**config.mk**
```make
export PLATFORM = sky130hd
export DESIGN_NAME = mem_ctrl
export DESIGN_NICKNAME = d
export VERILOG_FILES = /design/src/rtl/mem_ctrl.sv
export SDC_FILE = /design/constraint.sdc
export NUM_CORES = 1
export LEC_CHECK = 0
export ABC_CLOCK_PERIOD_IN_PS = 3000
export BUFFER_PORTS_ARGS = -buffer_cell sky130_fd_sc_hd__buf_2
export CAP_MARGIN = 20
export CORE_MARGIN = 4
export CORE_UTILIZATION = 50
export DETAILED_ROUTE_END_ITERATION = 8
export GPL_TIMING_DRIVEN = 0
export PLACE_DENSITY = 0.77
export SYNTH_ARGS = -nofsm -noshare
export SYNTH_HDL_FRONTEND = slang
export SYNTH_SLANG_ARGS = --single-unit
```
**constraint.sdc**
```tcl
create_clock -name clk -period 3 [get_ports clk]
set_clock_uncertainty 0.05 [all_clocks]
set_input_delay 0.3 -clock clk [delete_from_list [all_inputs] [get_ports clk]]
set_output_delay 0.3 -clock clk [all_outputs]
set_load 0.02 [all_outputs]
```
**src/rtl/mem_ctrl.sv**
```systemverilog
// Byte-serial memory controller: turns 1/2/4-byte read/write requests into RAM byte cycles.
// Optional macro MEMCTRL_IO_WAIT_EN adds a wait cycle per byte for addresses with bit 17 set.
module mem_ctrl (
    input  logic        clk,
    input  logic        rst,
    input  logic [2:0]  rw_mem,
    input  logic [31:0] addr_to_mem,
    input  logic [31:0] data_to_mem,
    input  logic [3:0]  quantity,
    output logic [31:0] data_from_mem,
    output logic [1:0]  mem_status,
    input  logic [7:0]  mem_din,
    output logic [7:0]  mem_dout,
    output logic [31:0] mem_a,
    output logic        mem_wr
);

    typedef enum logic [1:0] {
        S_IDLE = 2'b00,
        S_BUSY = 2'b01,
        S_DONE = 2'b10
    } state_t;

    state_t      r_state;
    logic [31:0] r_addr;
    logic [31:0] r_buf;
    logic [31:0] r_data_from_mem;
    logic [31:0] r_mem_a;
    logic [7:0]  r_mem_dout;
    logic        r_mem_wr;
    logic        r_write;
    logic        r_wait;
    logic [2:0]  r_cnt;
    logic [2:0]  r_n;

    logic [2:0]  w_n_dec;
    logic [2:0]  w_cnt_inc;
    logic        w_req;
    logic        w_req_write;
    logic        w_io_wait;
    logic        w_cap;
    logic [1:0]  w_cap_idx;
    logic [31:0] w_addr_next;
    logic [31:0] w_buf_next;
    logic [7:0]  w_byte_next;
    logic        w_unused_qty;

    assign w_unused_qty = quantity[3];
    assign w_req        = (rw_mem == 3'b001) || (rw_mem == 3'b010);
    assign w_req_write  = (rw_mem == 3'b010);
    assign w_cnt_inc    = r_cnt + 3'd1;
    assign w_addr_next  = r_addr + {29'd0, w_cnt_inc};

`ifdef MEMCTRL_IO_WAIT_EN
    assign w_io_wait = r_addr[17];
`else
    assign w_io_wait = 1'b0;
`endif

    always_comb begin
        w_n_dec = 3'd4;
        case (quantity[2:0])
            3'd1:    w_n_dec = 3'd1;
            3'd2:    w_n_dec = 3'd2;
            default: w_n_dec = 3'd4;
        endcase
    end

    always_comb begin
        w_byte_next = r_buf[7:0];
        case (w_cnt_inc[1:0])
            2'd0: w_byte_next = r_buf[7:0];
            2'd1: w_byte_next = r_buf[15:8];
            2'd2: w_byte_next = r_buf[23:16];
            2'd3: w_byte_next = r_buf[31:24];
            default: w_byte_next = r_buf[7:0];
        endcase
    end

    // Read capture: RAM data trails the address by one cycle, so without wait
    // states byte cnt-1 lands while cnt is on screen; with waits it lands in the wait cycle.
    always_comb begin
        w_cap     = 1'b0;
        w_cap_idx = 2'd0;
        if (r_state == S_BUSY && !r_write) begin
            if (w_io_wait) begin
                w_cap     = r_wait;
                w_cap_idx = r_cnt[1:0];
            end else begin
                w_cap     = (r_cnt != 3'd0);
                w_cap_idx = r_cnt[1:0] - 2'd1;
            end
        end
        w_buf_next = r_buf;
        if (w_cap) begin
            case (w_cap_idx)
                2'd0: w_buf_next[7:0]   = mem_din;
                2'd1: w_buf_next[15:8]  = mem_din;
                2'd2: w_buf_next[23:16] = mem_din;
                2'd3: w_buf_next[31:24] = mem_din;
                default: w_buf_next = r_buf;
            endcase
        end
    end

    always_ff @(posedge clk) begin
        if (rst) begin
            r_state         <= S_IDLE;
            r_addr          <= 32'd0;
            r_buf           <= 32'd0;
            r_data_from_mem <= 32'd0;
            r_mem_a         <= 32'd0;
            r_mem_dout      <= 8'd0;
            r_mem_wr        <= 1'b0;
            r_write         <= 1'b0;
            r_wait          <= 1'b0;
            r_cnt           <= 3'd0;
            r_n             <= 3'd0;
        end else begin
            case (r_state)
                S_IDLE: begin
                    r_mem_a    <= 32'd0;
                    r_mem_dout <= 8'd0;
                    r_mem_wr   <= 1'b0;
                    if (w_req) begin
                        r_state    <= S_BUSY;
                        r_addr     <= addr_to_mem;
                        r_write    <= w_req_write;
                        r_n        <= w_n_dec;
                        r_cnt      <= 3'd0;
                        r_wait     <= 1'b0;
                        r_buf      <= w_req_write ? data_to_mem : 32'd0;
                        r_mem_a    <= addr_to_mem;
                        r_mem_wr   <= w_req_write;
                        r_mem_dout <= w_req_write ? data_to_mem[7:0] : 8'd0;
                    end
                end
                S_BUSY: begin
                    r_buf <= w_buf_next;
                    if (w_io_wait && !r_wait && (r_cnt < r_n)) begin
                        // Wait cycle: address stays put, strobe drops.
                        r_wait     <= 1'b1;
                        r_mem_wr   <= 1'b0;
                        r_mem_dout <= 8'd0;
                    end else if (r_write) begin
                        r_wait <= 1'b0;
                        if (w_cnt_inc == r_n) begin
                            r_state    <= S_DONE;
                            r_mem_a    <= 32'd0;
                            r_mem_dout <= 8'd0;
                            r_mem_wr   <= 1'b0;
                        end else begin
                            r_cnt      <= w_cnt_inc;
                            r_mem_a    <= w_addr_next;
                            r_mem_dout <= w_byte_next;
                            r_mem_wr   <= 1'b1;
                        end
                    end else begin
                        r_wait     <= 1'b0;
                        r_mem_wr   <= 1'b0;
                        r_mem_dout <= 8'd0;
                        if (r_cnt == r_n) begin
                            r_state         <= S_DONE;
                            r_data_from_mem <= w_buf_next;
                            r_mem_a         <= 32'd0;
                        end else begin
                            r_cnt   <= w_cnt_inc;
                            r_mem_a <= (w_cnt_inc < r_n) ? w_addr_next : 32'd0;
                        end
                    end
                end
                S_DONE: begin
                    r_state    <= S_IDLE;
                    r_mem_a    <= 32'd0;
                    r_mem_dout <= 8'd0;
                    r_mem_wr   <= 1'b0;
                end
                default: begin
                    r_state <= S_IDLE;
                end
            endcase
        end
    end

    assign mem_status    = r_state;
    assign data_from_mem = r_data_from_mem;
    assign mem_a         = r_mem_a;
    assign mem_dout      = r_mem_dout;
    assign mem_wr        = r_mem_wr;

endmodule

```
== After elaboration in Yosys (flattened, before gate mapping) ==
Cells that the tools add are included.
Word-level totals
  bits in registers: 146
  latch bits: 0
  RAM bits: 0
  memory bits (read-only): 0
  input bits: 81
  output and inout port bits: 75
  logic and storage cells: 85
  memories: 0
Operators by class
  add/subtract/negate cells: 3
  $mul: 0
  divide/modulo/power cells: 0
  $lt $le $gt $ge: 1
  equal/unequal tests: 19
  shift-type cells: 0
  multiplexer cells: 37
  bitwise operators: 1
  reductions and logical operators: 14
Operators by type and width (number)
  $mux W32: 8
  $pmux W32 S3: 1
  $mux W8: 8
  $pmux W32 S2: 1
  $add A32 B3 Y32: 1
  $pmux W8 S4: 1
  $pmux W8 S3: 1
  $mux W3: 4
  $pmux W3 S2: 2
  $eq A2 B2 Y1 const B: 5
  $mux W2: 5
  $eq A2 B1 Y1 const B: 3
  $eq A3 B1 Y1 const B: 2
  $eq A3 B2 Y1 const B: 2
  $eq A3 B3 Y1: 2
  $logic_not A2 Y1: 3
  $ne A3 B2 Y1 const B: 2
  $ne A3 B3 Y1 const B: 2
  $reduce_and A3 Y1: 2
  $reduce_bool A3 Y1: 2
  $mux W1: 4
  $pmux W2 S2: 1
  $reduce_and A2 Y1: 2
  $reduce_and A4 Y1: 1
  other kinds (10): 10

== Depth between registers and ports, before layout ==
  word-level depth: 7
  gate-level depth with buffers: 13
  depth with buffers taken out: 9

== Worst setup path before layout ==
Ideal clock, no wire load.
  path kind: register to register
  from: reg r_cnt[0]
  to: reg r_mem_a[28], in the netlist mem_a[28]
  library setup time: 0.146 ns
  arrival: 3.063 ns
  data required time: 2.804 ns
  slack: -0.259 ns
  stages on the path, launching flop included: 11
  path buffers: 2
  clock period less this slack: 3.259 ns
  cell sequence: dfxtp_1 > ha_1 > clkbuf_1 > clkbuf_1 > xor2_1 > ha_1 > nor2b_1 > o2111ai_1 > or4_1 > a221oi_1 > a2111oi_0
Between the ends
  cells in the longest elaborated chain, start to end: 6
  elaborated cells between the ends (all ways): 10
  classes of those cells: add/sub (2); order compare (1); eq/ne (2); mux (5)
Ends and longest elaborated chain
  start, declared: RTL line 33  | logic [2:0] r_cnt;
  start signal, assigned: RTL line 153  | r_cnt <= w_cnt_inc;
  start signal, assigned: RTL line 167  | r_cnt <= w_cnt_inc;
  $add A3 B1 Y3: RTL line 51  | assign w_cnt_inc = r_cnt + 3'd1;
  $add A32 B3 Y32 / $lt A3 B3 Y1 (equally long branches): RTL line 52, 168
  $mux W32: RTL line 168  | r_mem_a <= (w_cnt_inc < r_n) ? w_addr_next : 32'd0;
  $mux W32: RTL line 162  | if (r_cnt == r_n) begin
  $mux W32 (*): RTL line 145  | end else if (r_write) begin
  $pmux W32 S3 (*): RTL line 120  | case (r_state)
  end signal, assigned: RTL line 133  | r_mem_a <= addr_to_mem;
  end signal, assigned: RTL line 154  | r_mem_a <= w_addr_next;
  end signal, assigned: RTL line 168
  end, declared: RTL line 28  | logic [31:0] r_mem_a;
Mark *: on every way between the ends. The rest lies on a longest branch, timed or not.
A chain may end at the register's enable or synchronous reset.

== Final worst setup path ==
  from: reg r_cnt[0]
  to: reg r_mem_a[17], in the netlist mem_a[17]
Same word-level chain as after synthesis.

==> flow_metrics.tcl <==
set metrics [dict create \
    tightest_slew_ns 0.9827 \
    crit_path_end_kind "register" \
    wirelength_microns 23950 \
    dr.pass1.iters 7 \
    synth_common_cells "dfxtp_1, nand2_1, nor2_1" \
    cap_violations 0 \
    critPathTopFamily "simple AND/OR/NAND/NOR gates" \
    clkLatencyLatePin_ns 0.43 \
    yosysMostFrequentCell "dfxtp_1" \
    gp_congestion 0.9282 \
    setup_slack_ns 0.1126 \
    postLayoutCellArea_sq_um 9408 \
    slew_viol_final 0 \
    holdCritPathClass "primary input to register" \
    yosys_warnings 0 \
    num_vias 7711 \
    clk_path_buf_depth 2 \
    max_stage_delay_ns 0.47 \
    synth_edf_count 0 \
    cts_num_sinks 146 \
    fp.dieW_microns 131.7 \
    grt_pass1_wl_microns 38630 \
    stdcell_count 1250 \
    wl_per_cell_microns 19.16 \
    die-area_sq_um 17330 \
    dpl.cell_count 1215 \
    cp-start-kind "register" \
    first_iter_violations 818 \
    cp.required_ns 3.26 \
    postSynthAreaPerCell_sq_um 8.689 \
    grt_pass1_vias 7462 \
    peakVddDrop_uv 480.0 \
    htreeDepth 4 \
    combPwrFrac_pct 34.0 \
    syn_area_sq_um 7646 \
    p_sw_share_pct 36.36 \
    synth_top_cells_by_area "dfxtp_1, a221oi_1, mux2i_1" \
    setup_violations 0 \
    initial_utilization_pct 51.82 \
    min_period_ns 2.887 \
    drc_errors 0 \
    timing.max_slew.rel_slack_pct 34.13 \
    power_density_nw_per_um2 766.8 \
    cts_tree "done" \
    criticalPathCategory "register to register" \
    cts_buffers 17 \
    ant_nets 0 \
    worst_ep_arrival_time_ns 3.15 \
    gr-total-overflow 0 \
    synth-seq-area-share_pct 38.23 \
    fin_crit_sh_pct 96.25 \
    rows 44 \
    synth_area_leader_cell "dfxtp_1" \
    vias_per_cell 6.169 \
    dpl_cell_area_sq_um 8638 \
    track_usage_pct 27.21 \
    cp_slowest_cell "or4_1" \
    cp_max_fo 10 \
    syn_to_final_growth_pct 23.04 \
    cts_hold_buf 0 \
    worst-path-buf-inv 2 \
    post-place-ws_ns -0.5210 \
    antenna_cells 0 \
    root_buffer "clkbuf_16" \
    synth_flop_cell "dfxtp_1" \
    p_leak_nw 3.700 \
    yosysUniqueCellTypes 65 \
    p_sw_mw 2.623 \
    fmax_mhz 346.3 \
    finalHoldViolCount 0 \
    dieHeight_microns 131.7 \
    grt_max_degree 17 \
    synth_top_area_share_pct 38.23 \
    fillers 1281 \
    drive_gt1_share_pct 26.08 \
    dp_hpwl_microns 17670 \
    hold_ws_ns 0.07578 \
    num_io_pins 156 \
    path_cells "ha_1 -> clkbuf_4 -> clkbuf_8 -> xor2_4 -> ha_4 -> o211ai_4 -> or2_4 -> or4_1 -> a221oi_1 -> nor2_1" \
    seq_power_share_pct 35.7 \
    pwr-share-clk_pct 30.3 \
    antenna_found_initial 0 \
    io_buffers 151 \
    ys_async_sr_fraction_pct 0 \
    nets 1148 \
    core_sq_um 14750 \
    clk_pin_slew_ns 0.06 \
    status "complete, no violations" \
    synthCells 880 \
    synthesis.nets 975 \
    p_int_mw 4.591 \
    ys_seq_elements 146 \
]
-- cells by family after synthesis --
logic type | count (synthesis) | synth area share [%]
compound gates | 200 | 19.74
xor+xnor | 17 | 1.947
fa+ha+maj | 14 | 2.389
buf+inv | 103 | 5.531
flops | 146 | 38.23
mux | 69 | 9.949
simple gates | 331 | 22.22
-- tightest hold or removal path: cells and delay by family --
kind / cells / cell delay [ns]
AO/OA/AOI/OAI: 1 / 0.05
AND/OR/NAND/NOR: 1 / 0.05
buffers and inverters: 1 / 0.11
-- power by group through the flow --
stage               clock (mW)  combinational (mW)  sequential, mW
floorplan                    0                1.59            2.69
global placement             0                2.34            2.59
finish                    2.18                2.45            2.58
CTS                       2.20                2.41            2.56
global route              2.29                2.69            2.61
detailed placement           0                2.38            2.60
-- sequential cells by signal, indices dropped and copies added, names as in the netlist --
register and cells:
r_n 3, mem_a 32, r_cnt 3, r_buf 32, mem_dout 8, r_write 1
mem_status 2, r_addr 32, data_from_mem 32, mem_wr 1
-- cells in the final DEF, fill, tap and decap left out, types with 21 or more instances in the layout --
| cell | instances |
|---|---|
| nand2_1 | 90 |
| inv_1 | 28 |
| dfxtp_1 | 144 |
| nor3_1 | 63 |
| a221oi_1 | 58 |
| clkbuf_1 | 53 |
| o21ai_0 | 21 |
| mux2i_1 | 37 |
| nor2_1 | 77 |
| nor2b_1 | 26 |
| mux2_2 | 24 |
| a21oi_1 | 54 |
| buf_2 | 164 |
-- area by class of cell --
type                       count  area, sq um  share of cell area, %
clock buffer                  21        450.4                  4.788
timing repair buffer         156        790.8                  8.405
buffer                        72        327.8                  3.485
clock inverter                11        153.9                  1.636
multi-input combinational    631         4415                  46.93
inverter                      29        111.4                  1.184
sequential                   146         2928                  31.12
tap                          184        230.2                  2.447
-- through the flow --
stage	TNS (ns)	util (%)	power [mW]
after floorplan	0	-	4.282
after global placement	-7.555	58.55	4.934
after detailed placement	-8.496	58.55	4.983
after CTS	0	63.38	7.176
after global routing	-0.002269	63.76	7.595
final	0	63.76	7.214
-- routing by layer --
layer | GRT usage (%) | vias to the layer above | wire length, microns
met5 | 0 | - | 0
met4 | 12.54 | 0 | 969
met3 | 5.543 | 81 | 1744
met2 | 44.24 | 381 | 11240
met1 | 34.87 | 3659 | 10000
li1 | - | 3590 | -
-- timing repair --
| item | CTS | global route |
|---|---|---|
| setup buffers | 3 | 1 |
| gates resized for setup | 18 | 12 |
| endpoints found under the setup margin | 33 | 20 |
| pin swaps | 0 | 5 |
-- path summary, 6_finish.rpt --
check / slack, ns / endpoint / cells past startpoint / start
setup / recovery: 0.11 / mem_a[17]$_SDFFE_PP0P_ / 10 / r_cnt[0]$_SDFFE_PP0P_
hold / removal: 0.08 / r_addr[26]$_SDFFE_PP0P_ / 3 / addr_to_mem[26]
setup reg to reg: 0.11 / mem_a[17]$_SDFFE_PP0P_ / 10 / r_cnt[0]$_SDFFE_PP0P_
hold reg to reg: 0.42 / mem_a[16]$_SDFFE_PP0P_ / 2 / mem_a[16]$_SDFFE_PP0P_
Note: power is estimated with default switching activity, not from simulation.
